## src/rtl/message_scroller.sv

```systemverilog
// -----------------------------------------------------------------------------
// message_scroller
//    Drives an 8x8 LED matrix through two daisy-chained 74HC595 shift
//    registers.  Each row refresh shifts a 16-bit word {row one-hot, ~columns}
//    MSB first, latches it, then moves to the next row.  A dwell counter steps
//    through the stored message frames.  The source frames for a full 8-row
//    refresh are snapshotted at row 0, so the displayed image never tears.
//
//    Optional feature: define MESSAGE_SCROLLER_SCROLL_EN to scroll the message
//    one column per step instead of jumping a whole frame per step.
//
// Parameters
//    MSG_LEN    number of frames in the message (2..2**ADDR_W)
//    ADDR_W     frame address width
//    DWELL      sys_clk cycles per display step (>=16)
//    SRCLK_HALF sys_clk cycles per CLOCK half-period (>=1)
//
// Ports
//    sys_clk     single rising-edge clock
//    rst_n       asynchronous active-low reset
//    wr_en       frame write strobe
//    wr_addr     frame index to write (>= MSG_LEN ignored)
//    wr_data     frame bitmap, [63:56]=row 0, bit 7 of a byte = leftmost column
//    enable      low blanks the display and freezes the dwell counter
//    DATA        595 SER
//    CLOCK       595 SRCLK
//    LATCH       595 RCLK
//    OE          595 OE (active low)
//    CLEAR       595 SRCLR (active low)
//    char_index  frame currently selected for display
//    frame_done  one-cycle pulse per completed 8-row refresh
// -----------------------------------------------------------------------------
module message_scroller #(
   parameter int MSG_LEN    = 6,
   parameter int ADDR_W     = 3,
   parameter int DWELL      = 25_000_000,
   parameter int SRCLK_HALF = 2
) (
   input  logic              sys_clk,
   input  logic              rst_n,
   input  logic              wr_en,
   input  logic [ADDR_W-1:0] wr_addr,
   input  logic [63:0]       wr_data,
   input  logic              enable,
   output logic              DATA,
   output logic              CLOCK,
   output logic              LATCH,
   output logic              OE,
   output logic              CLEAR,
   output logic [ADDR_W-1:0] char_index,
   output logic              frame_done
);

   localparam logic [1:0] ST_INIT  = 2'd0;
   localparam logic [1:0] ST_SHIFT = 2'd1;
   localparam logic [1:0] ST_LATCH = 2'd2;
   localparam logic [1:0] ST_NEXT  = 2'd3;

   localparam int TW = $clog2(2 * SRCLK_HALF) + 1;
   localparam int DW = $clog2(DWELL);
   localparam logic [TW-1:0]     HALF_LAST  = TW'(SRCLK_HALF - 1);
   localparam logic [TW-1:0]     INIT_LAST  = TW'(2 * SRCLK_HALF - 1);
   localparam logic [DW-1:0]     DWELL_LAST = DW'(DWELL - 1);
   localparam logic [ADDR_W-1:0] IDX_LAST   = ADDR_W'(MSG_LEN - 1);
   localparam logic [ADDR_W:0]   MSG_LEN_W  = (ADDR_W + 1)'(MSG_LEN);

   logic [63:0]       frame_r [MSG_LEN];
   logic [63:0]       snap_cur_r;
   logic [63:0]       snap_nxt_r;
   logic [2:0]        snap_off_r;
   logic [1:0]        state_r;
   logic [TW-1:0]     tmr_r;
   logic [3:0]        bit_r;
   logic [2:0]        row_r;
   logic [DW-1:0]     dwell_r;
   logic [ADDR_W-1:0] char_index_r;
   logic              data_r;
   logic              clock_r;
   logic              latch_r;
   logic              oe_r;
   logic              clear_r;
   logic              frame_done_r;

   logic              wr_ok_s;
   logic [ADDR_W-1:0] nxt_idx_s;
   logic [63:0]       cur_src_s;
   logic [63:0]       nxt_src_s;
   logic [5:0]        row_base_s;
   logic [15:0]       pair_s;
   logic [7:0]        disp_s;
   logic [15:0]       word_s;
   logic [3:0]        bit_dec_s;
   logic              step_s;
   logic              adv_char_s;
   logic [2:0]        off_s;

   assign DATA       = data_r;
   assign CLOCK      = clock_r;
   assign LATCH      = latch_r;
   assign OE         = oe_r;
   assign CLEAR      = clear_r;
   assign char_index = char_index_r;
   assign frame_done = frame_done_r;

`ifdef MESSAGE_SCROLLER_SCROLL_EN
   logic [2:0] off_r;
   assign off_s = off_r;

   // Column offset: one column per step, wrapping 7 -> 0
   always_ff @(posedge sys_clk or negedge rst_n) begin
      if (!rst_n) begin
         off_r <= 3'd0;
      end else if (step_s) begin
         off_r <= off_r + 3'd1;
      end else begin
         off_r <= off_r;
      end
   end
`else
   assign off_s = 3'd0;
`endif

   // Write qualification, snapshot sources with same-cycle write forwarding, and row word
   always_comb begin
      wr_ok_s = wr_en && ({1'b0, wr_addr} < MSG_LEN_W);
      if (char_index_r == IDX_LAST) begin
         nxt_idx_s = '0;
      end else begin
         nxt_idx_s = char_index_r + ADDR_W'(1);
      end
      if (wr_ok_s && (wr_addr == char_index_r)) begin
         cur_src_s = wr_data;
      end else begin
         cur_src_s = frame_r[char_index_r];
      end
      if (wr_ok_s && (wr_addr == nxt_idx_s)) begin
         nxt_src_s = wr_data;
      end else begin
         nxt_src_s = frame_r[nxt_idx_s];
      end
      // Row r lives at bits [8*(7-r)+7 : 8*(7-r)]; 7-r is ~r for a 3-bit row
      row_base_s = {~row_r, 3'b000};
      // Upper byte of {cur,nxt}<<off equals (cur<<off)|(nxt>>(8-off))
      pair_s     = {snap_cur_r[row_base_s +: 8], snap_nxt_r[row_base_s +: 8]} << snap_off_r;
      disp_s     = pair_s[15:8];
      word_s     = {8'h80 >> row_r, ~disp_s};
      bit_dec_s  = bit_r - 4'd1;
      step_s     = enable && (dwell_r == DWELL_LAST);
`ifdef MESSAGE_SCROLLER_SCROLL_EN
      adv_char_s = step_s && (off_r == 3'd7);
`else
      adv_char_s = step_s;
`endif
   end

   // Frame storage
   always_ff @(posedge sys_clk or negedge rst_n) begin
      if (!rst_n) begin
         for (int i = 0; i < MSG_LEN; i++) begin
            frame_r[i] <= 64'd0;
         end
      end else if (wr_ok_s) begin
         frame_r[wr_addr] <= wr_data;
      end else begin
         frame_r <= frame_r;
      end
   end

   // Dwell counter and displayed frame index
   always_ff @(posedge sys_clk or negedge rst_n) begin
      if (!rst_n) begin
         dwell_r      <= '0;
         char_index_r <= '0;
      end else begin
         if (enable) begin
            dwell_r <= step_s ? '0 : dwell_r + DW'(1);
         end else begin
            dwell_r <= dwell_r;
         end
         if (adv_char_s) begin
            char_index_r <= nxt_idx_s;
         end else begin
            char_index_r <= char_index_r;
         end
      end
   end

   // Output enable follows enable with one cycle of latency
   always_ff @(posedge sys_clk or negedge rst_n) begin
      if (!rst_n) begin
         oe_r <= 1'b1;
      end else begin
         oe_r <= ~enable;
      end
   end

   // Refresh FSM: clear, shift 16 bits per row, latch, advance row
   always_ff @(posedge sys_clk or negedge rst_n) begin
      if (!rst_n) begin
         state_r      <= ST_INIT;
         tmr_r        <= '0;
         bit_r        <= 4'd15;
         row_r        <= 3'd0;
         data_r       <= 1'b0;
         clock_r      <= 1'b0;
         latch_r      <= 1'b0;
         clear_r      <= 1'b0;
         frame_done_r <= 1'b0;
         snap_cur_r   <= 64'd0;
         snap_nxt_r   <= 64'd0;
         snap_off_r   <= 3'd0;
      end else begin
         frame_done_r <= 1'b0;
         case (state_r)
            ST_INIT: begin
               if (tmr_r == INIT_LAST) begin
                  state_r    <= ST_SHIFT;
                  tmr_r      <= '0;
                  clear_r    <= 1'b1;
                  row_r      <= 3'd0;
                  bit_r      <= 4'd15;
                  data_r     <= 1'b1;   // bit 15 of row 0 is its one-hot bit
                  snap_cur_r <= cur_src_s;
                  snap_nxt_r <= nxt_src_s;
                  snap_off_r <= off_s;
               end else begin
                  clear_r <= 1'b0;
                  tmr_r   <= tmr_r + TW'(1);
               end
            end
            ST_SHIFT: begin
               if (tmr_r == HALF_LAST) begin
                  tmr_r <= '0;
                  if (!clock_r) begin
                     clock_r <= 1'b1;
                  end else begin
                     // Falling edge: the only place DATA advances within a row
                     clock_r <= 1'b0;
                     if (bit_r == 4'd0) begin
                        state_r <= ST_LATCH;
                        latch_r <= 1'b1;
                     end else begin
                        bit_r  <= bit_dec_s;
                        data_r <= word_s[bit_dec_s];
                     end
                  end
               end else begin
                  tmr_r <= tmr_r + TW'(1);
               end
            end
            ST_LATCH: begin
               if (tmr_r == HALF_LAST) begin
                  tmr_r   <= '0;
                  latch_r <= 1'b0;
                  state_r <= ST_NEXT;
                  if (row_r == 3'd7) begin
                     frame_done_r <= 1'b1;
                  end else begin
                     frame_done_r <= 1'b0;
                  end
               end else begin
                  tmr_r <= tmr_r + TW'(1);
               end
            end
            ST_NEXT: begin
               state_r <= ST_SHIFT;
               tmr_r   <= '0;
               bit_r   <= 4'd15;
               row_r   <= row_r + 3'd1;
               data_r  <= (row_r == 3'd7);
               if (row_r == 3'd7) begin
                  snap_cur_r <= cur_src_s;
                  snap_nxt_r <= nxt_src_s;
                  snap_off_r <= off_s;
               end else begin
                  snap_off_r <= snap_off_r;
               end
            end
            default: begin
               state_r <= ST_INIT;
               tmr_r   <= '0;
            end
         endcase
      end
   end

endmodule

```

## config.mk

```make
export PLATFORM = sky130hd
export DESIGN_NAME = message_scroller
export DESIGN_NICKNAME = d
export VERILOG_FILES = /design/src/rtl/message_scroller.sv
export SDC_FILE = /design/constraint.sdc
export NUM_CORES = 1
export LEC_CHECK = 0
export BUFFER_PORTS_ARGS = -buffer_cell sky130_fd_sc_hd__buf_2
export CAP_MARGIN = 20
export CORE_MARGIN = 2
export CORE_UTILIZATION = 25
export CTS_CLUSTER_SIZE = 12
export DETAILED_ROUTE_END_ITERATION = 16
export GPL_TIMING_DRIVEN = 0
export PLACE_DENSITY = 0.39
export SYNTH_ARGS = -nofsm -noshare
export SYNTH_HDL_FRONTEND = slang
export SYNTH_SLANG_ARGS = --single-unit
```

## constraint.sdc

```tcl
create_clock -name sys_clk -period 6.6 [get_ports sys_clk]
set_input_delay 0.33 -clock sys_clk [delete_from_list [all_inputs] [get_ports sys_clk]]
set_output_delay 0.33 -clock sys_clk [all_outputs]
set_load 0.01 [all_outputs]
```

# Yosys cells after proc, flatten, opt, wreduce, memory -nomap -nowiden
# Cells that the tools add are included.
dict set report op_classes {
  add_sub_neg 5
  order_cmp 6
  n_bitwise 6
  mux 54
  n_shift 4
  reduce_logical 17
  n_eq_ne 17
}
# operator n
set op_table {}
lappend op_table {{2-to-1 mux 64 bit} 11}
lappend op_table {{binary-select mux 64 bit (select 3 bit)} 2}
lappend op_table {{bitwise mux 384 bit} 1}
lappend op_table {{one-hot mux 64 bit (2 select lines)} 2}
lappend op_table {{demux 64 bit (select 3 bit)} 1}
lappend op_table {{variable part select 64 x 7 -> 8 bit} 2}
lappend op_table {{adder 25 x 1 -> 25 bit, second input constant} 1}
lappend op_table {{== test 25 bit, second input constant} 1}
lappend op_table {{2-to-1 mux 25 bit} 1}
lappend op_table {{2-to-1 mux 4 bit} 4}
lappend op_table {{<< shifter 16 x 3 -> 16 bit} 1}
lappend op_table {{2-to-1 mux 3 bit} 5}
lappend op_table {{AND reduction 5 bit} 3}
lappend op_table {{2-to-1 mux 1 bit} 14}
lappend op_table {{!= test 2 bit, second input constant} 7}
lappend op_table {{>= comparator 4 bit, second input constant} 3}
lappend op_table {{inverter 3 -> 4 bit} 3}
lappend op_table {{one-hot mux 3 bit (2 select lines)} 2}
lappend op_table {{one-hot mux 4 bit (3 select lines)} 1}
lappend op_table {{2-to-1 mux 2 bit} 5}
lappend op_table {{adder 3 x 1 -> 3 bit, second input constant} 3}
lappend op_table {{one-hot mux 3 bit (3 select lines)} 1}
lappend op_table {{inverter 8 bit} 1}
lappend op_table {{one-hot mux 2 bit (4 select lines)} 1}
lappend op_table {{24 further kinds} 33}
dict set report word_totals {
  out_inout_bits 9
  word_cells 130
  regBits 561
}

# Depth between registers and ports, before layout
# Gate-level depths: netlist of run 1.
dict set report depth {
  depth_word 10
  depth_mapped 10
  mapped_depth_nobuf 8
}

# Worst setup path after synthesis of run 1
# No wires, ideal clock.
dict set report synth_timing {
  path_kind {flip-flop to flip-flop}
  startpoint {register bit_r[0]}
  endpoint {register data_r (netlist: DATA)}
  stages_incl_launch_ff 10
  synth_period_minus_slack_ns 2.480
  slack_ns 4.120
  arrival_ns 2.350
  setup_time_ns 0.130
  required_ns 6.470
  path_cell_list {dfstp_2 -> clkbuf_1 -> inv_1 -> ha_1 -> xnor2_1 -> mux2_2 -> a31oi_1 -> a21oi_1 -> o22ai_1 -> nor3_2}
}
dict set report synth_between {
  elab_chain_cells 7
}
# element line_no
set synth_rtl {}
lappend synth_rtl {{start, declared} 73} ;# logic [3:0] bit_r;
lappend synth_rtl {{start signal, assigned} 243} ;# bit_r <= bit_dec_s;
lappend synth_rtl {{subtractor 4 x 1 -> 4 bit} 147} ;# bit_dec_s = bit_r - 4'd1;
lappend synth_rtl {{binary-select mux 1 bit (select 4 bit)} 244} ;# data_r <= word_s[bit_dec_s];
lappend synth_rtl {{2-to-1 mux 1 bit (implied by the code)} 244}
lappend synth_rtl {{2-to-1 mux 1 bit} 239} ;# if (bit_r == 4'd0) begin
lappend synth_rtl {{2-to-1 mux 1 bit} 234} ;# if (!clock_r) begin
lappend synth_rtl {{2-to-1 mux 1 bit} 232} ;# if (tmr_r == HALF_LAST) begin
lappend synth_rtl {{one-hot mux 1 bit (3 select lines)} 214} ;# case (state_r)
lappend synth_rtl {{end signal, assigned} 244}
lappend synth_rtl {{end signal, assigned} 270} ;# data_r <= (row_r == 3'd7);
lappend synth_rtl {{end, declared} 77} ;# logic data_r;
# Parallel ways exist; a longest one is shown, timed or not. The select of a mux whose other input is x is not followed.
# A chain may end at the register's enable or synchronous reset.

# Worst setup path in the final report of run 1
dict set report layout_timing {
  startpoint {register char_index_r[1] (netlist: char_index[1])}
  endpoint {register snap_cur_r[16]}
}
dict set report layout_between {
  elab_chain_cells 7
}
# element line_no
set layout_rtl {}
lappend layout_rtl {{start, declared} 76} ;# logic [ADDR_W-1:0] char_index_r;
lappend layout_rtl {{start signal, assigned} 181} ;# char_index_r <= nxt_idx_s;
lappend layout_rtl {{start signal, assigned} 183} ;# char_index_r <= char_index_r;
lappend layout_rtl {{inverter 3 -> 4 bit (implied by the code)} 134} ;# cur_src_s = frame_r[char_index_r];
lappend layout_rtl {{binary-select mux 64 bit (select 3 bit)} 134}
lappend layout_rtl {{2-to-1 mux 64 bit (implied by the code) (2 in a row)} 134}
lappend layout_rtl {{2-to-1 mux 64 bit *} 131} ;# if (wr_ok_s && (wr_addr == char_index_r)) begin
lappend layout_rtl {{2-to-1 mux 64 bit (on tied branches)} {271, 216}}
lappend layout_rtl {{one-hot mux 64 bit (2 select lines) *} 214}
lappend layout_rtl {{end signal, assigned} 223} ;# snap_cur_r <= cur_src_s;
lappend layout_rtl {{end signal, assigned} 272} ;# snap_cur_r <= cur_src_s;
lappend layout_rtl {{end, declared} 68} ;# logic [63:0] snap_cur_r;
# Every way passes the cells marked *; elsewhere a longest branch is shown, timed or not. The select of a mux whose other input is x is not followed.

==> results by group, run 1 <==
CTS
  – CTS clock-pin slew for the worst setup and hold paths: 0.06 ns
  – CTS Buf Count: 60
  – Skew-Pair Late Insertion Delay: 0.62 ns
  – Post-CTS Repair Setup Buffers: 0
  – CTS Root Cell: clkbuf_16
  – CTS sink cnt: 494
  – CTS tree: built
  – Post-cts resize count: 0
  – # hold bufs at CTS: 12
  – Htree depth: 2
  – Clock buffer depth: 3

STA
  – Slew @ Worst Pin: 1.05 ns
  – Max-slew headroom: 0.299
  – Post-route clock skew: 0.0150 ns
  – Post-layout min period: 3.28 ns
  – RSZ-0062 raised after global routing: false
  – Count of final max-slew check failures: 0
  – Maximum clock rate: 305 MHz
  – Setup Viol. Count Final: 0
  – Hold Fails Final Rpt: 0
  – Crit share post-route: 0.498

Global routing
  – Initial antenna violation count: 6
  – GRT Resource Usage Total: 0.136
  – Vias in the first global route: 15300
  – Total gr overflow: 0
  – Largest net degree at the start of global routing: 121
  – First-pass GRT wire length: 98000 µm

Yosys
  – Synth unique cells: 50
  – YS warnings: 0
  – Synth Register Bits: 494
  – Mean Syn Cell Area: 13.7 µm²
  – Yosys top cell area share: 0.532
  – Post-synth net total: 1774
  – EDFF count, synth: 0
  – Post-Syn Instances: 1685
  – Most instantiated library cell after synthesis: dfrtp_1
  – Ys async rst share: 1.00
  – Top_reg_cell synth: dfrtp_1
  – Synth Cell Area: 0.0230 mm²
  – Top cells by area, synth: dfrtp_1 (53%), mux2_2 (19%), mux4_2 (7.2%)
  – Post-synth top area cell: dfrtp_1
  – Register area share after synthesis: 0.538
  – Synth top cells by count: dfrtp_1 (489), mux2_2 (385), mux2i_1 (132), nand2_1 (101), inv_1 (77)

Flow run
  – Max cap viols: 0

Layout
  – Fin area: 0.0271 mm²
  – Fill count: 9246
  – Area Growth Syn to Fin: 17.9%
  – Share of cells above drive strength 1: 0.379
  – Final std cells w/o fill: 3074
  – Final nets: 1935

Pwr
  – Power density cells: 306 mW/mm²
  – Static leakage: 11.2 nW
  – Design Power: 0.00829 W
  – Maximum vdd drop: 0.000243 V

Critical path
  – Critical Path Sink Type: flip-flop
  – WS Path Type: flip-flop to flip-flop
  – Worst Path Arrival: 3.77 ns
  – Crit path depth: 7
  – Worst-path maximum fanout: 10
  – CP peak stage delay: 0.80 ns
  – Startpoint Class: flip-flop
  – CP Cell Sequence: clkbuf_1 > nand2b_1 > clkbuf_1 > clkbuf_1 > o22ai_1 > mux2i_1 > o21ai_1
  – Critical path required time: 7.08 ns
  – Largest delay share family, worst path: buffers and inverters
  – FF-to-FF path depth: 7
  – Worst path bufs/invs: 3
  – Most used cell, CP: clkbuf_1
  – Critical-path top delay cell: clkbuf_1

Drt
  – DRT iter0 DRCs: 653
  – Vias per cell: 4.64
  – WL/cell: 20.8 µm
  – DR DRC count: 0
  – Drt total wl: 64000 µm
  – Routed Antenna Nets: 0
  – Via count: 14300
  – Detailed Routing Iterations Pass 1: 5

Floorplanning
  – Die span in x: 307 µm
  – Initial core utilization: 0.252
  – I/O pin total: 80
  – Die ar.: 0.0945 mm²
  – CORE AREA: 0.0914 mm²
  – Die height: 307 µm
  – # rows: 111

Run status
  – Status: completed

Place
  – Final HPWL DP: 43800 µm
  – PortBufs: 78
  – Post-Place Cells: 2958
  – DP Area: 0.0251 mm²
  – Gpl congestion: 0.781

Min path
  – Hold Path Depth: 2
  – Min-Delay Path Class: input port to flip-flop
per-stage QoR:
| stage | setup TNS [ns] | setup slack [ns] | hold slack [ns] | utilization |
|---|---|---|---|---|
| 2_1_floorplan | 0 | 4.12 | 0.0344 | - |
| 3_3_place_gp | -2562.05 | -5.30 | 0.450 | 0.272 |
| 3_5_place_dp | 0 | 3.21 | 0.320 | 0.275 |
| 4_1_cts | 0 | 3.19 | 0.000238 | 0.297 |
| 5_1_grt | 0 | 3.06 | 0.0252 | 0.297 |
| 6_report | 0 | 3.32 | 0.0440 | 0.297 |
cell usage in the layout, fill, tap and decap left out, types with 3 or more instances in the layout:
| master | netlist | routed |
|---|---|---|
| nand2_1 | 101 | 101 |
| ha_1 | 18 | 18 |
| clkbuf_8 | 0 | 13 |
| a21oi_1 | 5 | 5 |
| o21ai_0 | 18 | 18 |
| xor2_1 | 14 | 14 |
| nand2b_1 | 6 | 6 |
| mux2i_1 | 132 | 132 |
| mux2_1 | 4 | 4 |
| nor2_1 | 35 | 34 |
| clkbuf_16 | 0 | 62 |
| buf_16 | 0 | 4 |
| buf_2 | 57 | 134 |
| nor2b_1 | 3 | 3 |
| mux4_1 | 5 | 5 |
| nor3_1 | 5 | 5 |
| dlygate4sd3_1 | 0 | 12 |
| and3_1 | 5 | 5 |
| a31oi_1 | 6 | 6 |
| inv_1 | 77 | 77 |
| clkbuf_1 | 37 | 52 |
| nor3_4 | 1 | 3 |
| clkinv_2 | 0 | 8 |
| mux2_2 | 385 | 385 |
| dfrtp_1 | 489 | 489 |
| dfstp_2 | 5 | 5 |
| nand3_1 | 12 | 12 |
| mux4_2 | 74 | 74 |
| xnor2_1 | 13 | 13 |
| o21ai_1 | 61 | 61 |
| o22ai_1 | 67 | 67 |
| nor4_1 | 4 | 4 |
| nand4_1 | 8 | 8 |
| buf_4 | 11 | 11 |
| buf_8 | 0 | 6 |
logic make-up (layout without fill, tap and decap cells):
family / after synthesis / after routing / share of synthesized area
AND/OR/NAND/NOR: 194 / 194 / 0.0393
flip-flops: 494 / 494 / 0.538
AO/OA/AOI/OAI: 167 / 167 / 0.0418
multiplexers: 600 / 600 / 0.326
buffers and inverters: 185 / 386 / 0.0354
adder cells (fa/ha/maj): 18 / 18 / 0.00979
XOR/XNOR: 27 / 27 / 0.0103
other: 0 / 2 / 0
power by group:
part	switching (W)	total, W	internal, W	leakage, nW
clock	0.00130	0.00323	0.00192	0.948
combinational	0.000492	0.00118	0.000687	4.22
sequential	0.000287	0.00389	0.00360	6.06
total	0.00208	0.00829	0.00621	11.2
cell type report:
class | count | area [µm²] | share of cell area
multi-input combinational | 1006 | 9840 | 0.363
sequential | 494 | 12400 | 0.456
buffer | 108 | 526 | 0.0194
timing repair buffer | 99 | 706 | 0.0260
clock inverter | 12 | 128 | 0.00470
clock buffer | 90 | 1790 | 0.0659
tap | 1186 | 1480 | 0.0547
inverter | 77 | 289 | 0.0107
antenna | 2 | 5.00 | 0.000184
layer usage:
metal,global-route usage,vias to the layer above,wire length (µm)
li1,-,6427,-
met1,0.183,7558,29300
met2,0.228,194,30800
met3,0.0238,93,2400
met4,0.0341,6,1450
met5,0,-,36
final timing paths:
check	slack [ns]	endpoint	startpoint
max	3.32	snap_cur_r[16]	char_index[1]
min	0.04	frame_r[326]	wr_data[6]
max reg2reg	3.32	snap_cur_r[16]	char_index[1]
min reg2reg	0.46	tmr_r[0]	tmr_r[0]
max in group asynchronous	4.85	frame_r[150]	rst_n
min in group asynchronous	0.23	frame_r[253]	rst_n
registers in the layout, indices dropped and copies added, names as in the netlist:
name / count
DATA: 1
LATCH: 1
CLOCK: 1
frame_done: 1
dwell_r: 25
row_r: 3
tmr_r: 3
OE: 1
frame_r: 384
bit_r: 4
state_r: 2
char_index: 3
CLEAR: 1
snap_cur_r: 64
Power figures use the tool's default switching activity.
==> run 2, diff against run 1 <==
ABC_AREA = 1   (was default)
clock period = 3.35 ns   (was 6.6 ns; I/O delays follow)
==> results by group, run 2 <==
Layout
  – Commonest non-fill, non-tap cell in the layout: o21ai_0
  – Top flop regs: frame_r x384, snap_cur_r x64, dwell_r x25
  – Max FFs per register: 384
  – Share of cells above drive strength 1: 0.0871
  – Largest Register: frame_r
  – Reg area: 0.0124 mm²
  – N_diodes: 0
  – Final nets: 3036
  – Most frequent cells in the layout: o21ai_0 (609), nand2_1 (598), dfrtp_1 (488), inv_1 (192), nor2_1 (173)
  – Area Growth Syn to Fin: 21.0%
  – Fin util: 0.304
  – Fill count: 9678
  – Area of the multi-input gates: 0.00899 mm²

CTS
  – Htree depth: 2
  – CTS Buf Count: 59
  – CTS sink cnt: 494
  – CTS clock-pin slew for the worst setup and hold paths: 0.06 ns
  – CTS tree: built
  – Clock buffer depth: 3
  – Post-CTS Repair Setup Buffers: 0
  – CTS Root Cell: clkbuf_16
  – Skew-Pair Late Insertion Delay: 0.63 ns

Pwr
  – Static leakage: 12.7 nW
  – Power density cells: 575 mW/mm²
  – Design Power: 0.0159 W
  – Maximum vdd drop: 0.000383 V

STA
  – Post-layout min period: 2.90 ns
  – Hold Fails Final Rpt: 0
  – Slew @ Worst Pin: 1.07 ns
  – Setup Viol. Count Final: 0
  – RSZ-0062 raised after global routing: false
  – Post-route clock skew: 0.0131 ns
  – Count of final max-slew check failures: 0
  – Max-slew headroom: 0.288
  – Crit share post-route: 0.865
  – Maximum clock rate: 345 MHz

Drt
  – Drt total wl: 87400 µm
  – Routed Antenna Nets: 0
  – WL/cell: 20.9 µm
  – Via count: 20400
  – Vias per cell: 4.89
  – Detailed Routing Iterations Pass 1: 5
  – DRT iter0 DRCs: 1563
  – DR DRC count: 0

Yosys
  – Synth unique cells: 42
  – Synth top cells by count: o21ai_0 (609), nand2_1 (598), dfrtp_1 (489), inv_1 (192), nor2_1 (173)
  – Top_reg_cell synth: dfrtp_1
  – Mean Syn Cell Area: 8.38 µm²
  – Synth Cell Area: 0.0229 mm²
  – Post-Syn Instances: 2734
  – Synth Register Bits: 494
  – EDFF count, synth: 0
  – Most instantiated library cell after synthesis: o21ai_0
  – Ys async rst share: 1.00
  – Post-synth net total: 2823
  – Top cells by area, synth: dfrtp_1 (53%), o21ai_0 (13%), nand2_1 (9.8%)
  – Register area share after synthesis: 0.540
  – YS warnings: 0
  – Yosys top cell area share: 0.534
  – Post-synth top area cell: dfrtp_1

Place
  – PortBufs: 78
  – Final HPWL DP: 61400 µm
  – Gpl congestion: 0.832

Floorplanning
  – # rows: 111
  – Initial core utilization: 0.251
  – CORE AREA: 0.0912 mm²
  – Die ar.: 0.0941 mm²
  – I/O pin total: 80
  – Die height: 307 µm
  – Die span in x: 307 µm

Critical path
  – WS Path Type: flip-flop to flip-flop
  – Worst reg2reg startpoint: char_index[0]
  – Critical path required time: 3.83 ns
  – CP peak stage delay: 0.69 ns
  – CP Launch Point: char_index[0]
  – R2R setup slack: 0.45 ns
  – Worst Path Arrival: 3.38 ns
  – Critical-path top delay cell: dfrtp_2
  – Worst-path maximum fanout: 10
  – Critical Path Sink Type: flip-flop
  – CP Cell Sequence: buf_4 > xor2_1 > a21oi_1 > nand2_2 > buf_6 > buf_2 > nand3_1 > o211ai_1 > o21ai_1
  – Startpoint Class: flip-flop

Global routing
  – First-pass GRT wire length: 133000 µm
  – Initial antenna violation count: 0
  – Largest net degree at the start of global routing: 116
  – Vias in the first global route: 20900
  – GRT Resource Usage Total: 0.186
  – Total gr overflow: 0

Min path
  – Min-Delay Path Class: input port to async pin

Flow run
  – Max cap viols: 0

Run status
  – Status: completed
## run 2: changes by cell type after synthesis, moves of 65 or more
cell / previous run / this run
mux2_2: 385 / 1
mux4_2: 74 / 0
nor2_1: 35 / 173
inv_1: 77 / 192
mux2i_1: 132 / 0
clkbuf_1: 37 / 147
o211ai_1: 0 / 65
nand2_1: 101 / 598
nand3_1: 12 / 130
o21ai_0: 18 / 609
## run 2: per-layer routing
metal | global-route usage | routed length, µm
met2 | 0.309 | 41200
met3 | 0.0246 | 4080
met1 | 0.245 | 38700
met5 | 0 | 0
met4 | 0.0708 | 3470
## run 2: cell families after synthesis
group                      synth area share
and+or+nand+nor                       0.167
adders and majority gates           0.00983
xor gates and xnor gates            0.00268
muxes                              0.000492
AOI/OAI and AO/OA                     0.213
DFF                                   0.540
buffers and inverters                0.0677
## run 2: cell type report
type                       instances  share of cell area
sequential                       494               0.446
multi-input combinational       1847               0.324
clock buffer                      87              0.0644
tap                             1186              0.0536
timing repair buffer             152              0.0444
buffer                           195              0.0292
inverter                         198              0.0268
clock inverter                    23              0.0109
## run 2: timing repair
action	4_1_cts	5_1_grt
endpoints found under the setup margin	0	5
endpoints found under the hold margin	500	0
hold buffers	66	0
gates resized for setup	0	3
## run 2: final timing paths
| check | to | cells after the start |
|---|---|---|
| hold reg to reg | frame_r[282] | 2 |
| max in group asynchronous | frame_r[264] | 4 |
| min in group sys_clk | OE | 3 |
| hold / removal | frame_r[228] | 2 |
| setup reg to reg | snap_cur_r[61] | 9 |
| setup / recovery | snap_cur_r[61] | 9 |
## run 2: power by group
part	leakage, nW	internal, W	switching (W)
Sequential	6.24	0.00689	0.000497
Clock	1.03	0.00420	0.00273
Combinational	5.39	0.000639	0.000969
## run 2: critical path, delay by kind of cell, from the launching register on
| family | cells | cell delay [ns] |
|---|---|---|
| buffers and inverters | 3 | 0.94 |
| DFF | 1 | 0.69 |
| AOI/OAI and AO/OA | 3 | 0.43 |
| and+or+nand+nor | 2 | 0.42 |
| xor gates and xnor gates | 1 | 0.20 |
## run 2: stage by stage
| stage | hold slack (ns) | cells | setup WS [ns] | setup TNS, ns | instance area (µm²) |
|---|---|---|---|---|---|
| 4_1_cts | 0.142 | 4182 | 0.0560 | 0 | 27700 |
| 2_1_floorplan | -0.128 | 2734 | 1.35 | 0 | 22900 |
| 3_3_place_gp | 0.367 | 3998 | -8.53 | -4135.24 | 24800 |
| 6_report | 0.0949 | 4182 | 0.451 | 0 | 27700 |
| 5_1_grt | 0.158 | 4182 | 0.226 | 0 | 27700 |
| 3_5_place_dp | 0.214 | 4006 | 0.0898 | 0 | 25000 |
